==> config.mk <==
export PLATFORM = sky130hd
export DESIGN_NAME = seg_scan_driver
export DESIGN_NICKNAME = d
export VERILOG_FILES = /design/src/rtl/seg_scan_driver.sv
export SDC_FILE = /design/constraint.sdc
export NUM_CORES = 1
export LEC_CHECK = 0
export CAP_MARGIN = 30
export CORE_AREA = 2 2 95 97
export CTS_CLUSTER_SIZE = 10
export DETAILED_ROUTE_END_ITERATION = 7
export DIE_AREA = 0 0 97 99
export PLACE_DENSITY = 0.61
export SYNTH_ARGS = -nofsm -noshare
export SYNTH_HDL_FRONTEND = slang
export SYNTH_SLANG_ARGS = --single-unit
==> constraint.sdc <==
create_clock -name clk -period 4.9 [get_ports clk]
set_input_delay 0.735 -clock clk [delete_from_list [all_inputs] [get_ports clk]]
set_output_delay 0.735 -clock clk [all_outputs]
set_load 0.01 [all_outputs]
==> src/rtl/seg_scan_driver.sv <==
// Multiplexed 7-segment driver: sequential double-dabble binary-to-BCD conversion plus a digit scanner.
// Optional leading-zero blanking is enabled by defining SEG_LZB_EN.
module seg_scan_driver #(
    parameter int unsigned NUM_DIGITS     = 4,
    parameter int unsigned VALUE_W        = 14,
    parameter int unsigned SEG_ACTIVE_LOW = 1,
    parameter int unsigned AN_ACTIVE_LOW  = 1
) (
    input  logic                  clk,
    input  logic                  rst,
    input  logic                  scan_tick,
    input  logic                  load,
    input  logic [VALUE_W-1:0]    value,
    output logic [NUM_DIGITS-1:0] an,
    output logic [6:0]            seg,
    output logic                  busy,
    output logic                  overflow
);

    localparam int unsigned BCD_W = 4 * NUM_DIGITS;
    localparam int unsigned CNT_W = $clog2(VALUE_W + 1);
    localparam int unsigned IDX_W = (NUM_DIGITS > 1) ? $clog2(NUM_DIGITS) : 1;

    localparam logic [6:0] PAT_ZERO = 7'b0111111;
    localparam logic [6:0] PAT_DASH = 7'b1000000;

    typedef enum logic [1:0] {
        IDLE   = 2'd0,
        CONV   = 2'd1,
        COMMIT = 2'd2
    } state_t;

    state_t state, state_nxt;

    logic             capture_c, shift_c, commit_c;
    logic [VALUE_W-1:0] bin_q;
    logic [BCD_W-1:0] bcd_q, bcd_adj, disp_q;
    logic             ovf_acc;
    logic [CNT_W-1:0] cnt_q;
    logic [IDX_W-1:0] idx_q, idx_nxt;

    function automatic logic [6:0] encode(input logic [3:0] d);
        case (d)
            4'd0:    encode = 7'b0111111;
            4'd1:    encode = 7'b0000110;
            4'd2:    encode = 7'b1011011;
            4'd3:    encode = 7'b1001111;
            4'd4:    encode = 7'b1100110;
            4'd5:    encode = 7'b1101101;
            4'd6:    encode = 7'b1111101;
            4'd7:    encode = 7'b0000111;
            4'd8:    encode = 7'b1111111;
            4'd9:    encode = 7'b1101111;
            default: encode = 7'b0000000;
        endcase
    endfunction

    // State register
    always_ff @(posedge clk or posedge rst) begin
        if (rst) state <= IDLE;
        else     state <= state_nxt;
    end

    // Next-state logic
    always_comb begin
        state_nxt = state;
        case (state)
            IDLE:    if (load) state_nxt = CONV;
            CONV:    if (cnt_q == CNT_W'(VALUE_W - 1)) state_nxt = COMMIT;
            COMMIT:  state_nxt = IDLE;
            default: state_nxt = IDLE;
        endcase
    end

    // Control decode
    always_comb begin
        capture_c = 1'b0;
        shift_c   = 1'b0;
        commit_c  = 1'b0;
        case (state)
            IDLE:    capture_c = load;
            CONV:    shift_c   = 1'b1;
            COMMIT:  commit_c  = 1'b1;
            default: ;
        endcase
    end

    // Add-3 adjust of every BCD digit before the shift
    always_comb begin
        bcd_adj = bcd_q;
        for (int i = 0; i < int'(NUM_DIGITS); i++) begin
            if (bcd_q[4*i +: 4] >= 4'd5) bcd_adj[4*i +: 4] = bcd_q[4*i +: 4] + 4'd3;
        end
    end

    // Conversion datapath; a bit shifted out of the top digit means the value needs more digits
    always_ff @(posedge clk or posedge rst) begin
        if (rst) begin
            bin_q   <= '0;
            bcd_q   <= '0;
            ovf_acc <= 1'b0;
            cnt_q   <= '0;
        end else if (capture_c) begin
            bin_q   <= value;
            bcd_q   <= '0;
            ovf_acc <= 1'b0;
            cnt_q   <= '0;
        end else if (shift_c) begin
            bin_q   <= {bin_q[VALUE_W-2:0], 1'b0};
            bcd_q   <= {bcd_adj[BCD_W-2:0], bin_q[VALUE_W-1]};
            ovf_acc <= ovf_acc | bcd_adj[BCD_W-1];
            cnt_q   <= cnt_q + CNT_W'(1);
        end
    end

    always_ff @(posedge clk or posedge rst) begin
        if (rst) begin
            disp_q   <= '0;
            overflow <= 1'b0;
            busy     <= 1'b0;
        end else begin
            busy <= (state_nxt != IDLE);
            if (commit_c) begin
                disp_q   <= bcd_q;
                overflow <= ovf_acc;
            end
        end
    end

    // Scan index
    always_comb begin
        idx_nxt = idx_q;
        if (scan_tick) begin
            if (idx_q == IDX_W'(NUM_DIGITS - 1)) idx_nxt = '0;
            else                                 idx_nxt = idx_q + IDX_W'(1);
        end
    end

    always_ff @(posedge clk or posedge rst) begin
        if (rst) idx_q <= '0;
        else     idx_q <= idx_nxt;
    end

    logic [NUM_DIGITS-1:0] blank_mask;
    logic                  nz_above;
    logic [3:0]            dig_sel;
    logic                  blank_sel;
    logic [6:0]            pat;
    logic [NUM_DIGITS-1:0] an_oh;

    // Digits above the most significant nonzero digit are blank; digit 0 never is
    always_comb begin
        blank_mask = '0;
        nz_above   = 1'b0;
`ifdef SEG_LZB_EN
        for (int i = int'(NUM_DIGITS) - 1; i >= 1; i--) begin
            nz_above      = nz_above | (disp_q[4*i +: 4] != 4'd0);
            blank_mask[i] = ~nz_above;
        end
`endif
    end

    always_comb begin
        dig_sel   = 4'd0;
        blank_sel = 1'b0;
        for (int i = 0; i < int'(NUM_DIGITS); i++) begin
            if (idx_nxt == IDX_W'(i)) begin
                dig_sel   = disp_q[4*i +: 4];
                blank_sel = blank_mask[i];
            end
        end
        if (overflow)       pat = PAT_DASH;
        else if (blank_sel) pat = 7'b0000000;
        else                pat = encode(dig_sel);
        an_oh = NUM_DIGITS'(1) << idx_nxt;
    end

    // Display outputs follow the scan index one cycle later
    always_ff @(posedge clk or posedge rst) begin
        if (rst) begin
            an  <= (AN_ACTIVE_LOW != 0) ? ~NUM_DIGITS'(1) : NUM_DIGITS'(1);
            seg <= (SEG_ACTIVE_LOW != 0) ? ~PAT_ZERO : PAT_ZERO;
        end else begin
            an  <= (AN_ACTIVE_LOW != 0) ? ~an_oh : an_oh;
            seg <= (SEG_ACTIVE_LOW != 0) ? ~pat : pat;
        end
    end

endmodule
==> run_results.csv <==
group,metric,value,unit
sta,fin_ws,2.21,ns
synth,yosys.area_share.simple,12.9,%
detailed_routing,drtIter0Drc,99,
finish,drive_gt1_share,11.7,%
clocking,clk_pin_slew,0.07,ns
setup_path,r2r_cells,7,
run,max_cap_violations,0,
global_route,first_global_vias,2333,
floorplanning,dieArea,9600,um^2
setup_path,startpoint_type,"input pin",
clocking,cts-root-buf,"clkbuf_8",
synth,muxShareOfSynthArea,6.26,%
global_route,groute.usage.overall,14.3,%
placed_design,place_hpwl,4.45,mm
global_route,grt_pass1_wl,11.1,mm
clocking,h-tree-depth,3,
finish,final_cell_area,3900,um^2
synth,yosys.area_share.xor_xnor,3.47,%
floorplanning,start_util,38.8,%
synth,postSynthCellCount,315,
detailed_routing,routed-via-count,2383,
clocking,hold_buffers,0,
synth,synth_seq_cells,68,
synth,yosys_warnings,0,
floorplanning,io_pins,31,
sta,slew_violations,0,
clocking,clk_path_buf_depth,2,
sta,setup_tns,0,ns
placed_design,placed_area,3730,um^2
floorplanning,rows,34,
finish,finalNetCount,378,
synth,synthAdderAreaFrac,5.66,%
detailed_routing,postRouteAntennaNets,0,
synth,syn_nets,348,
synth,synth_compound_area_share,16.3,%
floorplanning,fp.dieW,97,um
synth,synth_area,3320,um^2
power_and_ir_drop,swShare,39.5,%
synth,yosysSeqAreaShare,51.5,%
placed_design,gp_congestion,0.873,
sta,timing.final.hold_violations,0,
placed_design,port_buffers,30,
power_and_ir_drop,intPower,1.48,mW
power_and_ir_drop,finalPower,2.45,mW
synth,yosysUniqueCellTypes,47,
power_and_ir_drop,p_leak,1.69,nW
global_route,gr-total-overflow,0,
setup_path,path_max_fanout,10,
floorplanning,die_h,99,um
sta,rsz0062_at_grt,"no",
clocking,cts_buffers,9,
sta,max_freq,372,MHz
worst_hold_path,hold_path_class,"reg -> reg",
power_and_ir_drop,p_per_area,629,nW/um^2
power_and_ir_drop,peakVddDrop,198,uV
clocking,clock-sinks,68,
detailed_routing,first_pass_iters,5,
power_and_ir_drop,p_comb_share,43.4,%
sta,period_minus_slack,2.69,ns
sta,worst_pin_slew,0.887,ns
worst_hold_path,whs_path_depth,2,
run_status,status,"finished clean",
setup_path,critPathKind,"in -> reg",
setup_path,required,5.11,ns
detailed_routing,viasPerCell,5.21,
synth,synth_top_family_by_area,"compound AO/OA/AOI/OAI gates",
sta,skew,0.00755,ns
detailed_routing,drc_errors,0,
placed_design,dp.cells,442,
setup_path,end_kind,"flip-flop",
finish,stdcell_count,457,
global_route,antenna_found_initial,0,
floorplanning,core-area,8550,um^2
clocking,clk_latency,0.34,ns
power_and_ir_drop,clockPowerShare,16.7,%
power_and_ir_drop,seqPwrFrac,39.9,%
sta,setup_violations,0,
detailed_routing,wirelength,6.44,mm
finish,diodes,0,
global_route,grt_max_degree,38,
power_and_ir_drop,p_switching,0.969,mW
sta,relSlewSlack,40.9,%
placed_design,post-place-ws,1.89,ns
clocking,cts_tree,"done",
finish,area_delta_synth_final,17.5,%
clocking,post_cts_buffers,0,
sta,timing.final.crit_share,54.8,%
setup_path,cp.arrival,2.90,ns
synth,avgSynthCellArea,10.5,um^2
detailed_routing,wire_per_inst,14.1,um
clocking,cts_resized,0,
-- cells by family after synthesis --
group                      Yosys count
and+or+nand+nor                     94
AOI/OAI and AO/OA                   79
DFF                                 68
buffers and inverters               31
muxes                               17
adders and majority gates           15
xor gates and xnor gates            11
-- critical path, cell delays in order --
cell and delay [ns]:
clkdlybuf4s50_1 0.63, xnor2_4 0.40, o221ai_1 0.23, mux2i_4 0.28
inv_1 0.13, ha_1 0.23, mux2i_1 0.16, a21oi_1 0.08
-- through the flow --
| stage | util, % | hold slack [ns] |
|---|---|---|
| global route | 45.6 | 0.497 |
| finish | 45.6 | 0.479 |
| detailed placement | 43.6 | 0.464 |
| floorplan | - | 0.445 |
| CTS | 45.6 | 0.482 |
| global placement | 43.3 | 0.462 |
-- area by class of cell --
type / instances / area [um^2]
clock buffers: 13 / 159
clock inverters: 2 / 10.0
fillers: 826 / 4650
inverters: 16 / 60.1
multi-input cells: 216 / 1480
flip-flops and latches: 68 / 1710
well taps: 108 / 135
repair buffers: 34 / 350
-- routing by layer --
metal / global-route usage (%) / share of wire (%)
met4: 6.83 / 2.0
met5: 0 / 0
met2: 23.3 / 48
met3: 3.76 / 4.3
met1: 17.8 / 46
-- sequential cells by signal, indices dropped and copies added, names as in the netlist --
| register | count |
|---|---|
| cnt_q | 4 |
| an | 4 |
| seg | 7 |
| state | 2 |
| ovf_acc | 1 |
| bin_q | 14 |
| overflow | 1 |
| idx_q | 2 |
| disp_q | 16 |
| bcd_q | 16 |
| busy | 1 |
-- power groups by stage --
stage / clock, mW / combinational (mW) / sequential [mW]
final: 0.410 / 1.06 / 0.979
after global routing: 0.448 / 1.21 / 1.01
after CTS: 0.425 / 1.08 / 0.980
after detailed placement: 0 / 1.08 / 0.991
after floorplan: 0 / 0.819 / 0.932
after global placement: 0 / 1.02 / 0.986
-- cells in the mapped netlist, drive strengths merged --
library cell	count	area share [%]
nor2	8	0.91
a22oi	13	2.9
buf	3	0.83
a32o	4	1.2
o22ai	3	0.75
a21oi	11	1.7
or2	1	0.19
o31ai	6	1.4
clkbuf	12	1.4
and2	1	0.19
xnor2	6	2.2
o221ai	4	1.2
nand2b	7	1.3
a31oi	1	0.19
mux2i	7	2.9
a221oi	1	0.45
nand2	53	6.1
dfstp	4	3.2
inv	16	1.8
or3	5	0.94
o221a	1	0.34
nor2b	1	0.19
xor2	5	1.3
mux2	10	3.4
a21boi	1	0.23
o32ai	3	0.79
and2b	1	0.23
nand3	13	2.0
nor3	1	0.15
nand4	1	0.19
nor4	2	0.57
o22a	2	0.57
dfrtp	64	48
o21bai	1	0.23
o21ai	27	4.1
ha	15	5.7
a21o	1	0.23
-- worst paths after layout --
path,end,start,slack (ns)
setup reg to reg,seg[3],idx_q[0],2.76
max in group asynchronous,disp_q[4],rst,3.14
setup / recovery,seg[3],scan_tick,2.21
hold reg to reg,disp_q[12],disp_q[12],0.48
min in group asynchronous,overflow,rst,0.87
hold / removal,disp_q[12],disp_q[12],0.48
-- placed cells by master, fill, tap and decap left out, drive strengths merged, types with 2 or more instances in the layout --
cell	Yosys	layout
a22oi	13	13
mux2	10	10
nand2	53	53
xor2	5	5
buf	3	4
o32ai	3	3
mux2i	7	7
dfrtp	64	64
dfstp	4	4
nor4	2	2
ha	15	15
o22ai	3	3
clkdlybuf4s50	0	30
xnor2	6	6
nor2	8	8
o31ai	6	6
clkinv	0	2
o221ai	4	4
a32o	4	4
nand3	13	13
o21ai	27	27
inv	16	16
a21oi	11	11
or3	5	5
o22a	2	2
nand2b	7	7
clkbuf	12	13
No activity file was read; power rests on OpenSTA's default activity.
